[src/rtl/wb_pkg.sv]
// Shared Wishbone definitions for the two-master arbiter slice.
package wb_pkg;

    localparam int unsigned WB_AW    = 32;
    localparam int unsigned WB_DW    = 32;
    localparam int unsigned WB_SEL_W = WB_DW / 8;

    typedef enum logic [1:0] {
        ARB_IDLE = 2'd0,
        ARB_GNT0 = 2'd1,
        ARB_GNT1 = 2'd2
    } arb_state_e;

endpackage : wb_pkg

[src/rtl/wb_arbiter_2m_if.sv]
// One Wishbone B4 classic link; master modport drives the request side.
interface wb_arbiter_2m_if
    import wb_pkg::*;
#(
    parameter int unsigned AW = WB_AW,
    parameter int unsigned DW = WB_DW
);

    logic [AW-1:0]   adr;
    logic [DW-1:0]   dat_w;
    logic [DW/8-1:0] sel;
    logic            we;
    logic            cyc;
    logic            stb;
    logic [DW-1:0]   dat_r;
    logic            ack;
    logic            err;

    modport master (
        output adr, dat_w, sel, we, cyc, stb,
        input  dat_r, ack, err
    );

    modport slave (
        input  adr, dat_w, sel, we, cyc, stb,
        output dat_r, ack, err
    );

endinterface : wb_arbiter_2m_if

[src/rtl/wb_watchdog.sv]
// Bus watchdog: raises a one-cycle error after TIMEOUT-1 stalled strobe cycles.
// TIMEOUT of 0 disables the error entirely.
module wb_watchdog #(
    parameter int unsigned TIMEOUT = 255
) (
    input  logic clk,
    input  logic reset_n,
    input  logic clr,
    input  logic busy,
    output logic wd_err
);

    localparam int unsigned CW    = (TIMEOUT == 0) ? 1 : $clog2(TIMEOUT + 1);
    localparam bit          EN    = (TIMEOUT != 0);
    localparam logic [CW-1:0] LIMIT = CW'((TIMEOUT == 0) ? 0 : TIMEOUT - 1);
    localparam logic [CW-1:0] SAT   = {CW{1'b1}};

    logic [CW-1:0] r_cnt;

    // Error fires in the same cycle the counter sits at its limit with a stalled strobe.
    assign wd_err = EN && busy && (r_cnt == LIMIT);

    // Saturating stall counter, cleared by termination, tenure end or its own error.
    always_ff @(posedge clk or negedge reset_n) begin
        if (!reset_n) begin
            r_cnt <= '0;
        end else if (clr || wd_err) begin
            r_cnt <= '0;
        end else if (busy && (r_cnt != SAT)) begin
            r_cnt <= r_cnt + CW'(1);
        end
    end

endmodule : wb_watchdog

[src/rtl/wb_arbiter_2m.sv]
// Round-robin arbiter sharing one Wishbone master port between m0 and m1.
// Grant is held for a whole cyc tenure; hung strobes are terminated by the watchdog.
module wb_arbiter_2m
    import wb_pkg::*;
#(
    parameter int unsigned AW      = WB_AW,
    parameter int unsigned DW      = WB_DW,
    parameter int unsigned TIMEOUT = 255
) (
    input  logic            clk,
    input  logic            reset_n,
    wb_arbiter_2m_if.slave  m0,
    wb_arbiter_2m_if.slave  m1,
    wb_arbiter_2m_if.master s,
    output logic [1:0]      grant_o
);

    localparam int unsigned SW = DW / 8;

    arb_state_e r_state;
    arb_state_e w_state_nxt;
    logic       r_last;
    logic       w_last_nxt;
    logic       w_wd_busy;
    logic       w_wd_clr;
    logic       w_wd_err;

    // State and last-granted registers; last=1 so m0 wins the first contention.
    always_ff @(posedge clk or negedge reset_n) begin
        if (!reset_n) begin
            r_state <= ARB_IDLE;
            r_last  <= 1'b1;
        end else begin
            r_state <= w_state_nxt;
            r_last  <= w_last_nxt;
        end
    end

    // Next-state: round-robin pick in IDLE, hold grant until the owner drops cyc.
    always_comb begin
        w_state_nxt = r_state;
        w_last_nxt  = r_last;
        case (r_state)
            ARB_IDLE: begin
                if (m0.cyc && m1.cyc) begin
                    if (r_last) begin
                        w_state_nxt = ARB_GNT0;
                        w_last_nxt  = 1'b0;
                    end else begin
                        w_state_nxt = ARB_GNT1;
                        w_last_nxt  = 1'b1;
                    end
                end else if (m0.cyc) begin
                    w_state_nxt = ARB_GNT0;
                    w_last_nxt  = 1'b0;
                end else if (m1.cyc) begin
                    w_state_nxt = ARB_GNT1;
                    w_last_nxt  = 1'b1;
                end
            end
            ARB_GNT0: if (!m0.cyc) w_state_nxt = ARB_IDLE;
            ARB_GNT1: if (!m1.cyc) w_state_nxt = ARB_IDLE;
            default:  w_state_nxt = ARB_IDLE;
        endcase
    end

    // Watchdog inputs derived from the owner's request, independent of the output mux.
    always_comb begin
        w_wd_busy = 1'b0;
        case (r_state)
            ARB_GNT0: w_wd_busy = m0.cyc & m0.stb;
            ARB_GNT1: w_wd_busy = m1.cyc & m1.stb;
            default:  w_wd_busy = 1'b0;
        endcase
        w_wd_busy = w_wd_busy & ~s.ack & ~s.err;
        w_wd_clr  = (r_state == ARB_IDLE) | s.ack | s.err;
    end

    wb_watchdog #(
        .TIMEOUT (TIMEOUT)
    ) u_watchdog (
        .clk     (clk),
        .reset_n (reset_n),
        .clr     (w_wd_clr),
        .busy    (w_wd_busy),
        .wd_err  (w_wd_err)
    );

    // Route the owner to the shared port; the waiting master and IDLE see zeros.
    always_comb begin
        s.adr    = '0;
        s.dat_w  = '0;
        s.sel    = SW'(0);
        s.we     = 1'b0;
        s.cyc    = 1'b0;
        s.stb    = 1'b0;
        m0.dat_r = '0;
        m0.ack   = 1'b0;
        m0.err   = 1'b0;
        m1.dat_r = '0;
        m1.ack   = 1'b0;
        m1.err   = 1'b0;
        grant_o  = 2'b00;
        case (r_state)
            ARB_GNT0: begin
                s.adr    = m0.adr;
                s.dat_w  = m0.dat_w;
                s.sel    = m0.sel;
                s.we     = m0.we;
                s.cyc    = m0.cyc;
                s.stb    = m0.stb;
                m0.dat_r = s.dat_r;
                m0.ack   = s.ack;
                m0.err   = s.err | w_wd_err;
                grant_o  = 2'b01;
            end
            ARB_GNT1: begin
                s.adr    = m1.adr;
                s.dat_w  = m1.dat_w;
                s.sel    = m1.sel;
                s.we     = m1.we;
                s.cyc    = m1.cyc;
                s.stb    = m1.stb;
                m1.dat_r = s.dat_r;
                m1.ack   = s.ack;
                m1.err   = s.err | w_wd_err;
                grant_o  = 2'b10;
            end
            default: ;
        endcase
    end

endmodule : wb_arbiter_2m

[src/flat_wrapper.sv]
// flat-port wrapper written by rule: the top's interface ports become plain ports
module wb_arbiter_2m_flat import wb_pkg::*;
#(
    parameter int unsigned AW      = WB_AW,
    parameter int unsigned DW      = WB_DW,
    parameter int unsigned TIMEOUT = 255
)
  (clk, reset_n, grant_o, m0_adr, m0_dat_w, m0_sel, m0_we, m0_cyc, m0_stb, m0_dat_r, m0_ack, m0_err, m1_adr, m1_dat_w, m1_sel, m1_we, m1_cyc, m1_stb, m1_dat_r, m1_ack, m1_err, s_adr, s_dat_w, s_sel, s_we, s_cyc, s_stb, s_dat_r, s_ack, s_err);
  wb_arbiter_2m_if #(.AW(AW), .DW(DW)) m0_i ();
  wb_arbiter_2m_if #(.AW(AW), .DW(DW)) m1_i ();
  wb_arbiter_2m_if #(.AW(AW), .DW(DW)) s_i ();
  input  logic clk;
  input  logic reset_n;
  output logic [1:0] grant_o;
  input wire logic [$bits(m0_i.adr)-1:0] m0_adr;
  input wire logic [$bits(m0_i.dat_w)-1:0] m0_dat_w;
  input wire logic [$bits(m0_i.sel)-1:0] m0_sel;
  input wire logic [$bits(m0_i.we)-1:0] m0_we;
  input wire logic [$bits(m0_i.cyc)-1:0] m0_cyc;
  input wire logic [$bits(m0_i.stb)-1:0] m0_stb;
  output wire logic [$bits(m0_i.dat_r)-1:0] m0_dat_r;
  output wire logic [$bits(m0_i.ack)-1:0] m0_ack;
  output wire logic [$bits(m0_i.err)-1:0] m0_err;
  input wire logic [$bits(m1_i.adr)-1:0] m1_adr;
  input wire logic [$bits(m1_i.dat_w)-1:0] m1_dat_w;
  input wire logic [$bits(m1_i.sel)-1:0] m1_sel;
  input wire logic [$bits(m1_i.we)-1:0] m1_we;
  input wire logic [$bits(m1_i.cyc)-1:0] m1_cyc;
  input wire logic [$bits(m1_i.stb)-1:0] m1_stb;
  output wire logic [$bits(m1_i.dat_r)-1:0] m1_dat_r;
  output wire logic [$bits(m1_i.ack)-1:0] m1_ack;
  output wire logic [$bits(m1_i.err)-1:0] m1_err;
  output wire logic [$bits(s_i.adr)-1:0] s_adr;
  output wire logic [$bits(s_i.dat_w)-1:0] s_dat_w;
  output wire logic [$bits(s_i.sel)-1:0] s_sel;
  output wire logic [$bits(s_i.we)-1:0] s_we;
  output wire logic [$bits(s_i.cyc)-1:0] s_cyc;
  output wire logic [$bits(s_i.stb)-1:0] s_stb;
  input wire logic [$bits(s_i.dat_r)-1:0] s_dat_r;
  input wire logic [$bits(s_i.ack)-1:0] s_ack;
  input wire logic [$bits(s_i.err)-1:0] s_err;
  assign m0_i.adr = m0_adr;
  assign m0_i.dat_w = m0_dat_w;
  assign m0_i.sel = m0_sel;
  assign m0_i.we = m0_we;
  assign m0_i.cyc = m0_cyc;
  assign m0_i.stb = m0_stb;
  assign m0_dat_r = m0_i.dat_r;
  assign m0_ack = m0_i.ack;
  assign m0_err = m0_i.err;
  assign m1_i.adr = m1_adr;
  assign m1_i.dat_w = m1_dat_w;
  assign m1_i.sel = m1_sel;
  assign m1_i.we = m1_we;
  assign m1_i.cyc = m1_cyc;
  assign m1_i.stb = m1_stb;
  assign m1_dat_r = m1_i.dat_r;
  assign m1_ack = m1_i.ack;
  assign m1_err = m1_i.err;
  assign s_adr = s_i.adr;
  assign s_dat_w = s_i.dat_w;
  assign s_sel = s_i.sel;
  assign s_we = s_i.we;
  assign s_cyc = s_i.cyc;
  assign s_stb = s_i.stb;
  assign s_i.dat_r = s_dat_r;
  assign s_i.ack = s_ack;
  assign s_i.err = s_err;
  wb_arbiter_2m #(.AW(AW), .DW(DW), .TIMEOUT(TIMEOUT)) u_core (.clk(clk), .reset_n(reset_n), .m0(m0_i), .m1(m1_i), .s(s_i), .grant_o(grant_o));
endmodule
[config.mk]
export PLATFORM = sky130hd
export DESIGN_NAME = wb_arbiter_2m_flat
export DESIGN_NICKNAME = d
export VERILOG_FILES = /design/src/rtl/wb_pkg.sv /design/src/rtl/wb_arbiter_2m_if.sv /design/src/rtl/wb_watchdog.sv /design/src/rtl/wb_arbiter_2m.sv /design/src/flat_wrapper.sv
export SDC_FILE = /design/constraint.sdc
export NUM_CORES = 1
export LEC_CHECK = 0
export CAP_MARGIN = 20
export CORE_AREA = 2 2 125 127
export DETAILED_ROUTE_END_ITERATION = 10
export DIE_AREA = 0 0 127 129
export PLACE_DENSITY_LB_ADDON = 0.3
export SLEW_MARGIN = 10
export SYNTH_ARGS = -nofsm -noshare
export SYNTH_HDL_FRONTEND = slang
export SYNTH_SLANG_ARGS = --single-unit
export TNS_END_PERCENT = 20
[constraint.sdc]
create_clock -name clk -period 2.93 [get_ports clk]
set_input_delay 0.293 -clock clk [delete_from_list [all_inputs] [get_ports clk]]
set_output_delay 0.293 -clock clk [all_outputs]
set_load 0.01 [all_outputs]
* Yosys cells after proc, flatten, opt, wreduce, memory -nomap -nowiden
Cells that the tools add are included.
Word-level totals: bits in registers 11, input port bits 178, output and inout port bits 141, logic and storage cells 56
Operators by class: $add $sub $neg 1, eq/ne operators 7, muxes and demuxes 27, bitwise logic cells 9, reduce and logical (&&, ||, !) cells 9
Operators by type and width (count):
- 32-bit case mux with 2 select lines | 2
- 32-bit two-way mux | 2
- 8-bit two-way mux | 2
- 2-bit two-way mux | 6
- 8-bit by 1-bit adder with 8-bit output, second input constant | 1
- 8-bit == test, second input constant | 1
- 1-bit two-way mux | 8
- 8-bit != test, second input constant | 1
- 1-bit case mux with 2 select lines | 4
- 4-bit case mux with 2 select lines | 1
- 2-bit case mux with 3 select lines | 1
- 1-bit bitwise AND | 4
- 2-bit != test, second input constant | 2
- 4-bit by 3-bit != test with 1-bit output, second input constant | 1
- 2-bit case mux with 2 select lines | 1
- 1-bit logical AND | 3
- 1-bit OR | 3
- 3-bit AND reduction | 1
- 3-bit nonzero test | 1
- 2-bit by 1-bit == test with 1-bit output, second input constant | 1
- 2-bit == test, second input constant | 1
- 2-bit logical NOT | 1
- 1-bit NOT | 2
- 2-bit AND reduction | 1
- other kinds (2) | 2

* Depth between registers and ports, before layout
Gate-level depths: netlist (run 1).
depth in word-level cells 7, gate-level depth with buffers 8, mapped depth without buffers 6

* Modules after synthesis
A second synthesis (run 1) with hierarchy kept.
Unflattened totals: cells, all modules 319, area total of the unflattened synthesis 2396.0 um2
By module, submodules not included:
- wb_arbiter_2m | instances 1, cells each 267, area an instance 1836.8 um2, seq. area each 76.3 um2
- wb_watchdog | instances 1, cells each 52, area an instance 559.3 um2, seq. area each 200.2 um2

* Worst setup path after synthesis (run 1)
No wires, ideal clock.
kind register to register, from register u_core.r_state[0], to register u_core.u_watchdog.r_cnt[5], library setup time 0.134 ns, arrival 1.859 ns, data required time 2.796 ns, setup slack 0.937 ns, cell stages (with the launch flop) 9, path buffers 2, period minus slack after synthesis 1.993 ns, cell sequence dfrtp_1 -> inv_1 -> ha_1 -> buf_4 -> nand3_2 -> a2111o_1 -> buf_2 -> o41ai_1 -> a21oi_1
On the way: cells in the longest elaborated chain, start to end 7, elaborated cells between the ends (all ways) 13, classes of those cells eq/ne (2); mux (2); bitwise (4); reduce/logical (5)
RTL lines:
- start, declared | line wb_arbiter_2m.sv:20 | arb_state_e r_state;
- start signal, assigned | line wb_arbiter_2m.sv:34 | r_state <= w_state_nxt;
- 2-bit == test or 2-bit by 1-bit == test with 1-bit output (tied branches) | line wb_arbiter_2m.sv:70 | case (r_state)
- 1-bit case mux with 2 select lines | line wb_arbiter_2m.sv:70
- 1-bit bitwise AND (2 in series) | line wb_arbiter_2m.sv:75 | w_wd_busy = w_wd_busy & ~s.ack & ~s.err;
- 1-bit logical AND | line wb_watchdog.sv:21 | assign wd_err = EN && busy && (r_cnt == LIMIT);
- 1-bit logical OR | line wb_watchdog.sv:27 | end else if (clr || wd_err) begin
- 8-bit two-way mux or 2-bit nonzero test (tied branches)
- end signal, assigned | line wb_watchdog.sv:30 | r_cnt <= r_cnt + CW'(1);
- end, declared | line wb_watchdog.sv:18 | logic [CW-1:0] r_cnt;
Parallel ways exist; a longest one is shown, timed or not. A chain may end at the register's enable or synchronous reset.

* Final worst setup path (run 1)
from register u_core.r_state[0], to output port m1_err
On the way: cells in the longest elaborated chain, start to end 7, elaborated cells between the ends (all ways) 8, classes of those cells eq/ne (2); mux (2); bitwise (3); reduce/logical (1)
RTL lines:
- 2-bit == test or 2-bit by 1-bit == test with 1-bit output (tied branches) | line wb_arbiter_2m.sv:70, wb_arbiter_2m.sv:104
- 1-bit case mux with 2 select lines | line wb_arbiter_2m.sv:70
- 1-bit bitwise AND (2 in series) | line wb_arbiter_2m.sv:75
- 1-bit logical AND | line wb_watchdog.sv:21
- 1-bit OR | line wb_arbiter_2m.sv:126 | m1.err = s.err | w_wd_err;
- 1-bit two-way mux (*) | line wb_arbiter_2m.sv:104 | case (r_state)
- end, declared | line flat_wrapper.sv:32 | output wire logic [$bits(m1_i.err)-1:0] m1_err;
Every way passes the cells marked *; elsewhere a longest branch is shown, timed or not.

==> results of run 1 <==
==> power breakdown <==
group,internal (uW),switching [uW]
Clock,182,62.4
Combinational,1460,1380
Sequential,176,24.6
Total,1820,1470
==> stage by stage <==
step | worst slack, ns | utilization (%) | cells
2_1_floorplan | 0.937 | - | 320
4_1_cts | 0.140 | 36.8 | 801
6_report | 0.141 | 36.8 | 801
3_5_place_dp | 0.322 | 36.3 | 797
5_1_grt | 0.00368 | 36.8 | 801
3_3_place_gp | 0.244 | 36.3 | 797
==> flip-flops by register name, summed over array words and instances (netlist names) <==
signal,cells
u_core.r_last,1
u_core.r_state,2
u_core.u_watchdog.r_cnt,8
==> worst max-delay path, delay by kind of cell (launching register included) <==
family | cells | cell delay, ns
AOI/OAI and AO/OA | 2 | 0.53
adders and majority gates | 1 | 0.18
buffers and inverters | 3 | 0.91
DFF | 1 | 0.43
and+or+nand+nor | 2 | 0.20
==> logic make-up (layout without fill, tap and decap cells) <==
group           count (synthesis)  after routing
compound gates                 98             98
fa+ha+maj                       7              7
buf+inv                        42            335
flops                          11             11
simple gates                  162            162
==> per-layer routing <==
metal / share of wire, % / vias up / global-route usage [%]
met1: 41 / 1642 / 18.7
met2: 50 / 189 / 24.9
li1: - / 1720 / -
met3: 8.6 / 7 / 2.79
met4: 0.62 / 0 / 1.55
met5: 0 / - / 0
==> final cells by class <==
class	count	area, um^2
fillers	1545	9460
repair buffers	322	3250
multi-input cells	267	1640
flip-flops and latches	11	277
well taps	188	235
clock buffers	4	78.8
inverters	9	33.8
==> worst paths after layout <==
kind	depth (start not counted)	slack, ns	to
max in group asynchronous	1	2.19	u_core.r_last$_DFFE_PN1P_
setup reg to reg	6	0.53	u_core.u_watchdog.r_cnt[3]$_DFFE_PN0P_
hold / removal	1	0.39	u_core.u_watchdog.r_cnt[1]$_DFFE_PN0P_
min in group clk	2	0.54	u_core.r_last$_DFFE_PN1P_
setup / recovery	8	0.14	m1_err
hold reg to reg	2	0.54	u_core.r_last$_DFFE_PN1P_
==> cell usage in the layout (no fill, tap or decap), types with 2 or more instances in the layout <==
cell type,netlist,final
nor2b_1,2,2
and2_1,66,66
clkdlybuf4s50_1,0,318
buf_12,0,3
nor2_1,72,72
o31ai_1,4,4
ha_4,0,2
dfrtp_1,10,10
a21oi_1,10,10
nand3_1,3,3
o21ai_0,6,6
clkbuf_16,0,3
ha_1,7,5
nand2_1,6,6
a22oi_1,71,71
or3_1,4,4
inv_1,9,8
or4_1,5,5
==> results.cfg, run 1 <==
[finish]
layout.nets = 799
drive_above_1_share_pct = 1.96
area_growth_pct = 168
final_cell_area_um2 = 5520
insertedDiodeCount = 0

[pwr]
total_power_uw = 3280
vdd_drop_max_uv = 359
power_leakage_uw = 0.00194
p_per_area_nw_per_um2 = 595

[clock_network]
clock_path_buffers = 2
cts.sinks = 11
clk_pin_slew_ns = 0.04
htree_levels = 1
cts_tree = done
clock_latency_ns = 0.24
numCtsBuffers = 3
cts_setup_buffers = 0
cts_resized = 0
cts-root-buf = clkbuf_16
cts_hold_buffers = 0

[routing]
viasPerCell = 4.44
drt_wl_total_um = 12800
final_antenna_net_count = 0
vias = 3558
wl_per_cell_um = 16.0
drc = 0
drtIter0Drc = 170
dr.pass1.iters = 4

[sta]
post-route-period-util_pct = 95.2
tightestPinTransition_ns = 0.881
hold_viol_final = 0
fmax_mhz = 359
fin_setup_tns_ns = 0
rsz0062_at_grt = false
min_period_ns = 2.79
max-slew-margin-rel_pct = 40.8
setup_viol = 0
finClkSkew_ns = 0.000990
hold_slack_ns = 0.391
drv_slew = 0

[grt]
grt_usage_pct = 14.2
grt_max_degree = 106
antenna_found_initial = 0
grt_pass1_wl_um = 18700
grt-ovfl-total = 0
grt_pass1_vias = 3328

[synthesis]
synth_mux_area_share_pct = 0
synth-xor-area-share_pct = 0
ys_ff_latch = 11
syn_area_per_cell_um2 = 6.43
synth_top_area_share_pct = 25.9
ys.flop_type = dfrtp_1
netlist_area_um2 = 2060
synth_edf_count = 0
synth_top_family_by_area = simple AND/OR/NAND/NOR gates
synth_top_area_cell = a22oi_1
synth_compound_area_share_pct = 34.2
yosys.area_share.simple_pct = 40.2
synthTopCellsByCount = 72 x nor2_1, 71 x a22oi_1, 66 x and2_1
synthAdderAreaFrac_pct = 4.26
ys_seq_area_share_pct = 13.4
yosysWarnings = 0
syn_nets = 505
async_reset_ff_share_pct = 100
synth.most_common_cell = nor2_1
ys_top_cells_by_area = a22oi_1 26%, and2_1 20%, nor2_1 13%
syn_inst = 320
ys_types = 29

[run]
maxCapViolations = 0

[worst_setup_path]
reg2reg_from = u_core.r_state[0]$_DFFE_PN0P_
crit_fanout = 4
criticalPathCategory = reg -> out
slowest_stage = clkdlybuf4s50_1
endpoint_kind = output port
cp_slowest_stage_delay_ns = 0.54
crit_start = u_core.r_state[0]$_DFFE_PN0P_
crit_chain = inv_1 -> ha_4 -> nand3_2 -> a2111oi_0 -> buf_4 -> a21oi_1 -> nor2b_1 -> clkdlybuf4s50_1
crit_arrival_ns = 2.50
cp-start-kind = flip-flop
worstPathRequired_ns = 2.64

[die]
initial_core_util_pct = 13.7
io_pins = 319
dieArea_um2 = 16400
die_w_um = 127
rows = 45
core-area_um2 = 15000
die_y_um = 129

[placement]
portBuffers = 318
globalplace.congestion = 0.833
hpwl_um = 10500
post_dp_cell_area_um2 = 5440

[run_status]
status = finished, final reports clean

[worst_hold_path]
hold_path.class = in -> async
Power figures use the tool's default switching activity.
==> run 2: changes to the inputs <==
==> constraint.sdc (replaced) <==
create_clock -name clk -period 2.5 [get_ports clk]
set_input_delay 0.25 -clock clk [delete_from_list [all_inputs] [get_ports clk]]
set_output_delay 0.25 -clock clk [all_outputs]
set_load 0.01 [all_outputs]
==> run 2 against run 1 <==
Net effect:
- non-clock buffer count grew 7
- flip-flop and latch count is the same
- register-to-register slack lost 0.36 ns
- sequential share of layout area shrank 0.095 points
- setup slack lost 0.0044 ns
- via count grew 0.62%
- critical endpoint is now s_we
==> results.cfg, run 2 (synthesis gave the netlist of run 1 again) <==
[run_status]
status = finished, final reports clean

[sta]
setup_viol = 0
drv_slew = 0
min_period_ns = 2.36
rsz0062_at_grt = false
hold_viol_final = 0
post-route-period-util_pct = 94.5
max-slew-margin-rel_pct = 39.2
hold_slack_ns = 0.358
finClkSkew_ns = 0.00215
tightestPinTransition_ns = 0.905
fmax_mhz = 423

[die]
die_y_um = 129
io_pins = 319
rows = 45
die_w_um = 127
initial_core_util_pct = 13.7
dieArea_um2 = 16400
core-area_um2 = 15000

[finish]
fill_cells = 1514
drive_above_1_share_pct = 3.55
most-common-layout-cells = 316 x clkdlybuf4s50_1, 72 x nor2_1, 71 x a22oi_1, 66 x and2_1
largest_register_ffs = 8
area_growth_pct = 173
top_register = u_core.u_watchdog.r_cnt
reg_top3 = u_core.u_watchdog.r_cnt: 8 flops, u_core.r_state: 2 flops, u_core.r_last: 1 flops
seq_area_um2 = 277
insertedDiodeCount = 0
multiInputGateArea_um2 = 1650
final_common_cell = clkdlybuf4s50_1
layout.nets = 806

[clock_network]
cts-root-buf = clkbuf_16
cts_setup_buffers = 0
htree_levels = 1
cts_tree = done
clock_latency_ns = 0.24
cts.sinks = 11
cts_hold_buffers = 0
clk_pin_slew_ns = 0.04
numCtsBuffers = 3
clock_path_buffers = 2

[grt]
use_met1_pct = 17.1
grt-ovfl-total = 0
grt_pass1_wl_um = 18400
grt_usage_pct = 14.0
grt_max_degree = 106
grtUsageMet3_pct = 2.79
grt_pass1_vias = 3401
met2_usage_pct = 26.2
grt.busiest_layer = met2
antenna_found_initial = 0

[routing]
viasPerCell = 4.43
drt_wl_total_um = 13900
drtIter0Drc = 181
wl_per_cell_um = 17.2
vias = 3580
final_antenna_net_count = 0
dr.pass1.iters = 5
drc = 0

[pwr]
p_per_area_nw_per_um2 = 722
vdd_drop_max_uv = 514
total_power_uw = 4060
power_leakage_uw = 0.00200

[worst_setup_path]
cp-start-kind = flip-flop
crit_arrival_ns = 2.11
worstPathRequired_ns = 2.25
crit_fanout = 53
criticalPathCategory = reg -> out
endpoint_kind = output port

[placement]
hpwl_um = 10600
globalplace.congestion = 0.777
portBuffers = 318

[worst_hold_path]
hold_path.class = in -> async

[run]
maxCapViolations = 0
run 2: report_power, final:
group | total, uW | switching [uW] | internal, uW | leakage, uW
sequential | 224 | 17.6 | 207 | 0.000148
combinational | 3540 | 1730 | 1810 | 0.00181
clock | 293 | 78.8 | 214 | 0.0000382
run 2: stage by stage:
| stage | TNS [ns] | instance area (um^2) | utilization, % | setup WS, ns | cells |
|---|---|---|---|---|---|
| floorplan | 0 | 2060 | - | 0.507 | 320 |
| global placement | -0.143 | 5480 | 36.6 | -0.0763 | 802 |
| detailed placement | -0.0890 | 5480 | 36.6 | -0.0488 | 802 |
| CTS | 0 | 5560 | 37.1 | 0.0322 | 806 |
| global route | 0 | 5620 | 37.6 | 0.0240 | 808 |
| finish | 0 | 5620 | 37.6 | 0.137 | 808 |
run 2: final timing paths:
kind	from	to	slack, ns	cells past startpoint
max in group asynchronous	reset_n	u_core.r_last$_DFFE_PN1P_	1.78	1
setup / recovery	u_core.r_state[0]$_DFFE_PN0P_	s_we	0.14	6
hold reg to reg	u_core.r_last$_DFFE_PN1P_	u_core.r_last$_DFFE_PN1P_	0.54	2
min in group clk	u_core.r_last$_DFFE_PN1P_	u_core.r_last$_DFFE_PN1P_	0.54	2
hold / removal	reset_n	u_core.u_watchdog.r_cnt[1]$_DFFE_PN0P_	0.36	1
setup reg to reg	u_core.r_state[0]$_DFFE_PN0P_	u_core.u_watchdog.r_cnt[7]$_DFFE_PN0P_	0.17	7
run 2: cell type report:
cell class                      instances  share of cell area (%)
Tap cell                              188                    4.18
Timing Repair Buffer                  329                    59.6
Multi-Input combinational cell        267                    29.3
Sequential cell                        11                    4.92
Inverter                                9                   0.601
Clock buffer                            4                    1.40
run 2: per-layer routing:
metal | up-vias | part of all wire [%]
met5 | - | 0
li1 | 1732 | -
met2 | 193 | 51
met4 | 0 | 0.65
met3 | 8 | 8.1
met1 | 1647 | 40
run 2: worst max-delay path, cell delays in order (launching register included):
cell and delay, ns:
dfrtp_1 0.37, buf_4 0.15, ha_4 0.19, buf_16 0.23, a22oi_1 0.14, nor2_1 0.16
clkdlybuf4s50_1 0.58
run 2: timing repair:
action                                  in CTS  in global routing
endpoints found under the setup margin       2                 24
endpoints found under the hold margin        0                  0
gates cloned                                 0                  2
gates resized for setup                      6                  2
